**src/rtl/ucrv_pkg.sv**
```systemverilog
// rtl/ucrv_pkg.sv - shared widths, register index type and writeback source encoding
package ucrv_pkg;

  localparam int XLEN = 32;
  localparam int NREG = 32;

  typedef logic [4:0] reg_idx_t;

  typedef enum logic [1:0] {
    WB_NONE = 2'd0,
    WB_LSU  = 2'd1,
    WB_FIFO = 2'd2,
    WB_ALU  = 2'd3
  } wb_src_e;

endpackage

```
**src/rtl/wb_fifo.sv**
```systemverilog
// rtl/wb_fifo.sv - synchronous FIFO buffering ALU results that lost arbitration
module wb_fifo #(
  parameter int DEPTH = 2,
  parameter int WIDTH = 37
) (
  input  logic             clk,
  input  logic             n_rst,
  input  logic             push,
  input  logic [WIDTH-1:0] push_data,
  input  logic             pop,
  output logic [WIDTH-1:0] pop_data,
  output logic             full,
  output logic             empty
);

  localparam int AW = $clog2(DEPTH);
  localparam logic [AW:0] PTR_ONE = 1;

  // Pointers carry one extra wrap bit so full and empty are distinguishable.
  logic [AW:0]      wr_ptr;
  logic [AW:0]      rd_ptr;
  logic [WIDTH-1:0] mem [DEPTH];

  always_ff @(posedge clk or negedge n_rst) begin
    if (!n_rst) begin
      wr_ptr <= '0;
      rd_ptr <= '0;
    end else begin
      if (push) wr_ptr <= wr_ptr + PTR_ONE;
      if (pop)  rd_ptr <= rd_ptr + PTR_ONE;
    end
  end

  always_ff @(posedge clk) begin
    if (push) mem[wr_ptr[AW-1:0]] <= push_data;
  end

  assign pop_data = mem[rd_ptr[AW-1:0]];
  assign empty    = (wr_ptr == rd_ptr);
  assign full     = (wr_ptr[AW] != rd_ptr[AW]) && (wr_ptr[AW-1:0] == rd_ptr[AW-1:0]);

endmodule

```
**src/rtl/reg_writeback.sv**
```systemverilog
// rtl/reg_writeback.sv - writeback arbitration, output register, pending scoreboard and bypass
module reg_writeback
  import ucrv_pkg::*;
#(
  parameter int XLEN      = ucrv_pkg::XLEN,
  parameter int NREG      = ucrv_pkg::NREG,
  parameter int ALU_DEPTH = 2
) (
  input  logic            clk,
  input  logic            n_rst,
  input  logic            alu_valid,
  output logic            alu_ready,
  input  logic [4:0]      alu_rd,
  input  logic [XLEN-1:0] alu_data,
  input  logic            lsu_valid,
  input  logic [4:0]      lsu_rd,
  input  logic [XLEN-1:0] lsu_data,
  input  logic            iss_valid,
  input  logic [4:0]      iss_rd,
  output logic            iss_ready,
  input  logic [4:0]      rs1,
  input  logic [4:0]      rs2,
  output logic            busy_rs1,
  output logic            busy_rs2,
  output logic            byp1_hit,
  output logic            byp2_hit,
  output logic [XLEN-1:0] byp_data,
  output logic            rf_we,
  output logic [4:0]      rf_rd,
  output logic [XLEN-1:0] rf_wd
);

  localparam int FW = 5 + XLEN;

  logic            fifo_full;
  logic            fifo_empty;
  logic            fifo_push;
  logic            fifo_pop;
  logic [FW-1:0]   fifo_head;
  logic            alu_fire;
  logic            iss_fire;
  wb_src_e         src;
  reg_idx_t        sel_rd;
  logic [XLEN-1:0] sel_data;
  logic [NREG-1:0] busy;
  logic [NREG-1:0] busy_nxt;

  assign alu_ready = !fifo_full;
  assign alu_fire  = alu_valid && alu_ready;

  // LSU always wins; buffered ALU results drain before a fresh one may go direct.
  always_comb begin
    src      = WB_NONE;
    sel_rd   = '0;
    sel_data = '0;
    if (lsu_valid) begin
      src      = WB_LSU;
      sel_rd   = lsu_rd;
      sel_data = lsu_data;
    end else if (!fifo_empty) begin
      src      = WB_FIFO;
      sel_rd   = fifo_head[FW-1:XLEN];
      sel_data = fifo_head[XLEN-1:0];
    end else if (alu_valid) begin
      src      = WB_ALU;
      sel_rd   = alu_rd;
      sel_data = alu_data;
    end
  end

  assign fifo_pop  = (src == WB_FIFO);
  assign fifo_push = alu_fire && (src != WB_ALU);

  wb_fifo #(
    .DEPTH(ALU_DEPTH),
    .WIDTH(FW)
  ) u_fifo (
    .clk      (clk),
    .n_rst    (n_rst),
    .push     (fifo_push),
    .push_data({alu_rd, alu_data}),
    .pop      (fifo_pop),
    .pop_data (fifo_head),
    .full     (fifo_full),
    .empty    (fifo_empty)
  );

  always_ff @(posedge clk or negedge n_rst) begin
    if (!n_rst) begin
      rf_we <= 1'b0;
      rf_rd <= '0;
      rf_wd <= '0;
    end else begin
      rf_we <= (src != WB_NONE) && (sel_rd != '0);
      rf_rd <= sel_rd;
      rf_wd <= sel_data;
    end
  end

  // WAW stall on a pending destination keeps set and clear of one register disjoint.
  assign iss_ready = (iss_rd == '0) || !busy[iss_rd];
  assign iss_fire  = iss_valid && iss_ready && (iss_rd != '0);

  always_comb begin
    busy_nxt = busy;
    if (rf_we)    busy_nxt[rf_rd]  = 1'b0;
    if (iss_fire) busy_nxt[iss_rd] = 1'b1;
    busy_nxt[0] = 1'b0;
  end

  always_ff @(posedge clk or negedge n_rst) begin
    if (!n_rst) busy <= '0;
    else        busy <= busy_nxt;
  end

  assign byp1_hit = rf_we && (rf_rd == rs1) && (rs1 != '0);
  assign byp2_hit = rf_we && (rf_rd == rs2) && (rs2 != '0);
  assign busy_rs1 = busy[rs1] && !byp1_hit && (rs1 != '0);
  assign busy_rs2 = busy[rs2] && !byp2_hit && (rs2 != '0);
  assign byp_data = rf_wd;

endmodule

```
**config.mk**
```make
export PLATFORM = sky130hd
export DESIGN_NAME = reg_writeback
export DESIGN_NICKNAME = d
export VERILOG_FILES = /design/src/rtl/ucrv_pkg.sv /design/src/rtl/wb_fifo.sv /design/src/rtl/reg_writeback.sv
export SDC_FILE = /design/constraint.sdc
export NUM_CORES = 1
export LEC_CHECK = 0
export CAP_MARGIN = 20
export CELL_PAD_IN_SITES_DETAIL_PLACEMENT = 1
export CELL_PAD_IN_SITES_GLOBAL_PLACEMENT = 1
export CORE_ASPECT_RATIO = 1.5
export CORE_MARGIN = 1
export CORE_UTILIZATION = 36
export DETAILED_ROUTE_END_ITERATION = 7
export PLACE_DENSITY_LB_ADDON = 0.1
export SKIP_LAST_GASP = 1
export SYNTH_ARGS = -nofsm -noshare
export SYNTH_HDL_FRONTEND = slang
export SYNTH_SLANG_ARGS = --single-unit
```
**constraint.sdc**
```tcl
create_clock -name clk -period 3.35 [get_ports clk]
set_input_delay 1.005 -clock clk [delete_from_list [all_inputs] [get_ports clk]]
set_output_delay 1.005 -clock clk [all_outputs]
set_load 0.05 [all_outputs]
```
==> run_results.csv, run 1 <==
group,metric,value,unit
global_routing,grt_max_degree,52,
clock_network,clockBufferDepth,2,
worst_setup_path,critical_path.top_delay_family,"multiplexers",
yosys,synth_area_per_cell,12.0,um2
worst_setup_path,cp.required,2340,ps
clock_network,cts.sinks,147,
yosys,ys.flop_type,"edfxtp_1",
clock_network,clk_pin_slew,60,ps
routing,drt_first_iter_violations,212,
cells_and_area,synthToLayoutAreaGrowth,40.7,%
outcome,status,"complete, but fails checks",
pwr,power.leakage,3.92,nW
clock_network,ctsHtreeMaxLevel,4,
placement,io_buffers,169,
clock_network,clockRootBuffer,"clkbuf_16",
pwr,sw_frac_of_total,43.3,%
cells_and_area,antennaDiodeCount,0,
yosys,ys_seq_area_share,56.3,%
global_routing,track_usage,22.0,%
cells_and_area,final_cell_mix,"clkdlybuf4s50_1 (148), edfxtp_1 (74), dfrtp_1 (72)",
timing,rsz0062_at_grt,"true",
worst_setup_path,slowest_stage,"mux4_2",
cells_and_area,fillers,2068,
die,rows,63,
die,initial_utilization,36.5,%
timing,clock.fmax,0.290,GHz
worst_setup_path,start_kind,"input pin",
yosys,ys_types,45,
cells_and_area,drive_gt1_share,19.8,%
cells_and_area,seq_area,4050,um2
timing,hold_viol,0,
worst_setup_path,worst-path-stages,7,
worst_setup_path,r2r_cells,6,
routing,wl_per_cell,20.9,um
pwr,power.share.clock,20.1,%
run,max_cap_viol_count,0,
global_routing,grt_pass1_vias,6102,
min_path,whs_path_depth,1,
timing,slew_violations,0,
placement,gp_congestion,0.903,
routing,viasPerCell,5.33,
timing,setup_viol,2,
worst_setup_path,critPathBufInv,3,
yosys,ys_warn_count,0,
worst_setup_path,crit_arrival,2450,ps
pwr,power_switching,4.39,mW
pwr,finalPower,10.1,mW
global_routing,overflow,0,
pwr,power.internal,5.75,mW
cells_and_area,final_nets,860,
die,fp.coreArea,19700,um2
cells_and_area,finish.utilization,51.4,%
routing,via_count,5540,
worst_setup_path,crit_path_max_fanout,4,
placement,dp_hpwl,15700,um
timing,relSlewSlack,52.5,%
routing,routed_wl,21700,um
timing,finalCriticalPeriod,3450,ps
min_path,worstHoldPathType,"reg2reg",
worst_setup_path,cp_common_cell,"buf_12",
worst_setup_path,crit_chain,"buf_12 > buf_6 > mux4_2 > a22oi_2 > nor2_2 > nor3_4 > buf_12",
cells_and_area,multi_input_area,2760,um2
die,die_h,175,um
yosys,postSynth.asyncResetShare,49.7,%
worst_setup_path,worstSetupPathType,"in2out",
timing,skew,9.69,ps
yosys,ys_seq_elements,147,
pwr,p_per_area,1000,nW/um2
routing,antenna_left,0,
yosys,synth_edf_count,74,
clock_network,tritoncts,"yes",
global_routing,grt_pass1_wl,34200,um
clock_network,clk_latency,420,ps
worst_setup_path,max_stage_delay,510,ps
yosys,syn_area,7190,um2
worst_setup_path,critPathCaptureType,"output port",
routing,drtPass1Iterations,4,
yosys,syn_nets,691,
pwr,p_comb_share,48.5,%
die,dieArea,20600,um2
yosys,postSynthCellCount,597,
die,io_pins,170,
routing,post-route-drc-count,0,
clock_network,numCtsBuffers,17,
timing,tightest_slew,712,ps
outcome,violations,"negative setup slack",
die,die_width,117,um
timing,whs,523,ps
pwr,ir_drop,0.696,mV
timing,layout_worst_path_cycle_share,103,%
global_routing,antenna_found_initial,0,
cells_and_area,final_common_cell,"clkdlybuf4s50_1",
timing,fin_ws,-104,ps
pwr,pwr-share-seq,31.4,%
-- layer usage --
layer,global-route usage (%),routed length [um],vias up
met3,4.86,916,52
met5,0,0,-
li1,-,-,2542
met4,13.0,996,0
met2,40.5,11800,168
met1,22.8,7910,2778
-- flip-flops by register name, indices dropped and copies added (netlist names) --
| name | flops |
|---|---|
| busy | 31 |
| byp_data | 32 |
| rf_rd | 5 |
| rf_we | 1 |
| u_fifo.mem | 74 |
| u_fifo.rd_ptr | 2 |
| u_fifo.wr_ptr | 2 |
-- path summary, 6_finish.rpt --
check / start / to / slack, ps
worst max-delay path: iss_rd[0] / iss_ready / -100
worst min-delay path: u_fifo.wr_ptr[1] / u_fifo.wr_ptr[1] / 520
worst max register to register: u_fifo.rd_ptr[0] / u_fifo.mem[0][4] / 770
worst min register to register: u_fifo.wr_ptr[1] / u_fifo.wr_ptr[1] / 520
max in group asynchronous: n_rst / byp_data[25] / 2160
min in group asynchronous: n_rst / busy[26] / 590
-- cells in the mapped netlist, types with 2 or more instances --
master | count | area (um2)
nor3_1 | 4 | 20.0
or3b_2 | 3 | 26.3
xor2_1 | 11 | 96.3
nand2_1 | 19 | 71.3
buf_2 | 15 | 75.1
nor2_1 | 46 | 173
o31ai_1 | 15 | 113
dfrtp_1 | 73 | 1830
mux2_2 | 6 | 67.6
nand3_1 | 7 | 35.0
nor4_1 | 2 | 12.5
o21ai_0 | 47 | 235
a21oi_1 | 39 | 195
xnor2_1 | 6 | 52.6
nor2b_1 | 3 | 18.8
a311oi_1 | 33 | 289
clkbuf_1 | 22 | 82.6
nand3b_1 | 8 | 60.1
edfxtp_1 | 74 | 2220
nand4_1 | 3 | 18.8
o311ai_0 | 3 | 26.3
buf_4 | 32 | 240
or4_1 | 2 | 15.0
or3b_1 | 2 | 17.5
mux2i_1 | 44 | 440
o211ai_1 | 3 | 22.5
mux4_2 | 20 | 450
inv_1 | 37 | 139
a22oi_1 | 2 | 15.0
-- cell type report --
class | instances | share of cell area (%)
Inverter | 37 | 1.37
Tap cell | 260 | 3.21
Timing Repair Buffer | 221 | 21.9
Sequential cell | 147 | 40.0
Multi-Input combinational cell | 342 | 27.3
Clock buffer | 22 | 4.69
Clock inverter | 10 | 1.53
-- power by group through the flow --
stage | combinational (mW) | clock (mW) | sequential [mW]
finish | 4.92 | 2.03 | 3.18
floorplan | 2.85 | 0 | 3.62
CTS | 4.95 | 2.09 | 3.19
detailed placement | 4.86 | 0 | 3.21
global placement | 4.80 | 0 | 3.18
global route | 5.25 | 2.15 | 3.26
-- cells by family (layout without fill, tap and decap cells) --
logic type                count (synthesis)  after routing  synth area share, %
buffers and inverters                   108            290                 7.69
xor gates and xnor gates                 17             17                 2.07
muxes                                    70             70                 13.3
DFF                                     147            147                 56.3
and+or+nand+nor                         107            107                 7.34
AOI/OAI and AO/OA                       148            148                 13.3
-- timing repair --
action / in CTS / in global routing
cloned: 2 / 0
resized for setup: 71 / 17
buffers inserted: 6 / 0
hold buffers: 0 / 0
setup endpoints to repair: 5 / 5
pin swaps: 12 / 13
-- per-stage QoR --
step / setup slack [ps] / TNS [ps] / cells / instance area [um2]
2_1_floorplan: -218 / -218 / 597 / 7220
3_3_place_gp: -640 / -2220 / 1001 / 9270
3_5_place_dp: -641 / -2450 / 1001 / 9270
4_1_cts: -207 / -336 / 1041 / 10100
5_1_grt: -130 / -288 / 1039 / 10100
6_report: -104 / -162 / 1039 / 10100
No activity file was read; power rests on OpenSTA's default activity.
==> run 2: changes to the inputs <==
--- a/config.mk
+++ b/config.mk
@@ -10,7 +10,7 @@
 export CELL_PAD_IN_SITES_GLOBAL_PLACEMENT = 1
 export CORE_ASPECT_RATIO = 1.5
 export CORE_MARGIN = 1
-export CORE_UTILIZATION = 36
+export CORE_UTILIZATION = 43
 export DETAILED_ROUTE_END_ITERATION = 7
 export PLACE_DENSITY_LB_ADDON = 0.1
 export SKIP_LAST_GASP = 1
==> constraint.sdc (replaced) <==
create_clock -name clk -period 4.3 [get_ports clk]
set_input_delay 1.29 -clock clk [delete_from_list [all_inputs] [get_ports clk]]
set_output_delay 1.29 -clock clk [all_outputs]
set_load 0.05 [all_outputs]
==> run_results.csv, run 2 (synthesized netlist as in run 1, its figures left out) <==
group,metric,value,unit
outcome,status,"complete, no violations",
die,die_h,160,um
clock_network,clockRootBuffer,"clkbuf_16",
timing,layout_worst_path_cycle_share,99.7,%
cells_and_area,final_common_cell,"clkdlybuf4s50_1",
die,fp.coreArea,16300,um2
placement,place_area,8990,um2
timing,fin_tns_setup,0,ps
routing,via_count,5533,
placement,io_buffers,169,
pwr,ir_drop,0.464,mV
timing,fin_ws,12.8,ps
global_routing,grt_pass1_wl,33700,um
global_routing,grt_max_degree,52,
clock_network,clockBufferDepth,2,
timing,slew_violations,0,
cells_and_area,final_cell_mix,"clkdlybuf4s50_1 (154), edfxtp_1 (74), dfrtp_1 (72)",
run,max_cap_viol_count,0,
worst_setup_path,cp.required,3010,ps
timing,skew,11.8,ps
timing,finalCriticalPeriod,4290,ps
global_routing,use_met1,28.0,%
cells_and_area,largest_reg_flops,74,
worst_setup_path,crit_arrival,3000,ps
worst_setup_path,critPathCaptureType,"output port",
die,die_width,108,um
clock_network,ctsHtreeMaxLevel,4,
clock_network,numCtsBuffers,17,
cells_and_area,final_nets,837,
die,dieArea,17300,um2
routing,post-route-drc-count,0,
cells_and_area,seq_area,4050,um2
placement,gp_congestion,0.958,
cells_and_area,final_area,9610,um2
routing,drtPass1Iterations,4,
die,rows,57,
routing,viasPerCell,5.75,
timing,whs,527,ps
placement,placed_cells,928,
timing,setup_viol,0,
die,initial_utilization,44.2,%
die,io_pins,170,
clock_network,tritoncts,"yes",
global_routing,track_usage,26.3,%
routing,antenna_left,0,
global_routing,grt_use_met2,48.7,%
routing,wl_per_cell,22.6,um
worst_setup_path,start_kind,"input pin",
global_routing,overflow,0,
global_routing,busiest_layer,"met2",
timing,relSlewSlack,35.6,%
global_routing,grt_use_met3,4.87,%
clock_network,clk_pin_slew,60,ps
cells_and_area,drive_gt1_share,14.4,%
clock_network,cts.sinks,147,
worst_setup_path,crit_path_max_fanout,2,
cells_and_area,final_cells,963,
pwr,power.leakage,3.74,nW
worst_setup_path,worstSetupPathType,"in2out",
global_routing,grt_pass1_vias,6007,
min_path,worstHoldPathType,"reg2reg",
cells_and_area,synthToLayoutAreaGrowth,33.7,%
global_routing,antenna_found_initial,1,
routing,routed_wl,21800,um
timing,hold_viol,0,
cells_and_area,multi_input_area,2630,um2
cells_and_area,fillers,1674,
timing,tightest_slew,964,ps
routing,drt_first_iter_violations,232,
placement,dp_hpwl,15700,um
clock_network,clk_latency,420,ps
timing,rsz0062_at_grt,"true",
pwr,p_per_area,801,nW/um2
placement,place_ws,-239,ps
timing,clock.fmax,0.233,GHz
## run 2: per-stage QoR
step	power, mW	utilization [%]
6_report	7.70	59.1
5_1_grt	8.06	59.1
4_1_cts	7.76	58.9
3_5_place_dp	6.26	55.3
3_3_place_gp	6.18	55.3
2_1_floorplan	5.04	-
## run 2: final cells by class
class	instances	area share [%]
flip-flops and latches	147	42.1
multi-input cells	342	27.3
repair buffers	198	20.3
clock buffers	17	4.43
well taps	206	2.68
clock inverters	15	1.68
inverters	37	1.44
diodes	1	0.0260
## run 2: what timing repair did
item                                    4_1_cts  5_1_grt
buffers inserted                              0        2
endpoints found under the setup margin        4        3
hold buffers                                  0        0
pin swaps                                     3        0
gates resized for setup                       9        4
## run 2: final timing paths
check,depth (start not counted),start,slack (ps),to
worst max register to register,6,u_fifo.rd_ptr[0],1380,byp_data[5]
max in group asynchronous,2,n_rst,2560,byp_data[5]
worst min-delay path,1,u_fifo.wr_ptr[1],530,u_fifo.wr_ptr[1]
min in group asynchronous,1,n_rst,930,rf_rd[3]
worst min register to register,1,u_fifo.wr_ptr[1],530,u_fifo.wr_ptr[1]
worst max-delay path,7,rs1[2],10,busy_rs1
## run 2: routing by layer
metal  wire (um)  vias to the layer above
li1            -                     2490
met1        7740                     2802
met2       12100                      195
met3        1020                       46
met4         909                        0
met5           0                        -
## run 2: power breakdown
part,internal (mW),total (mW),switching [mW]
clock network,0.826,1.47,0.645
logic,1.33,3.63,2.30
registers,2.03,2.60,0.565
total,4.19,7.70,3.51
## run 2: critical path: stages
cell and delay [ps]:
clkdlybuf4s50_1 500, mux2_2 330, a2111oi_0 420, nor2_1 100, nand4b_1 110, nand2_1 50, buf_4 190
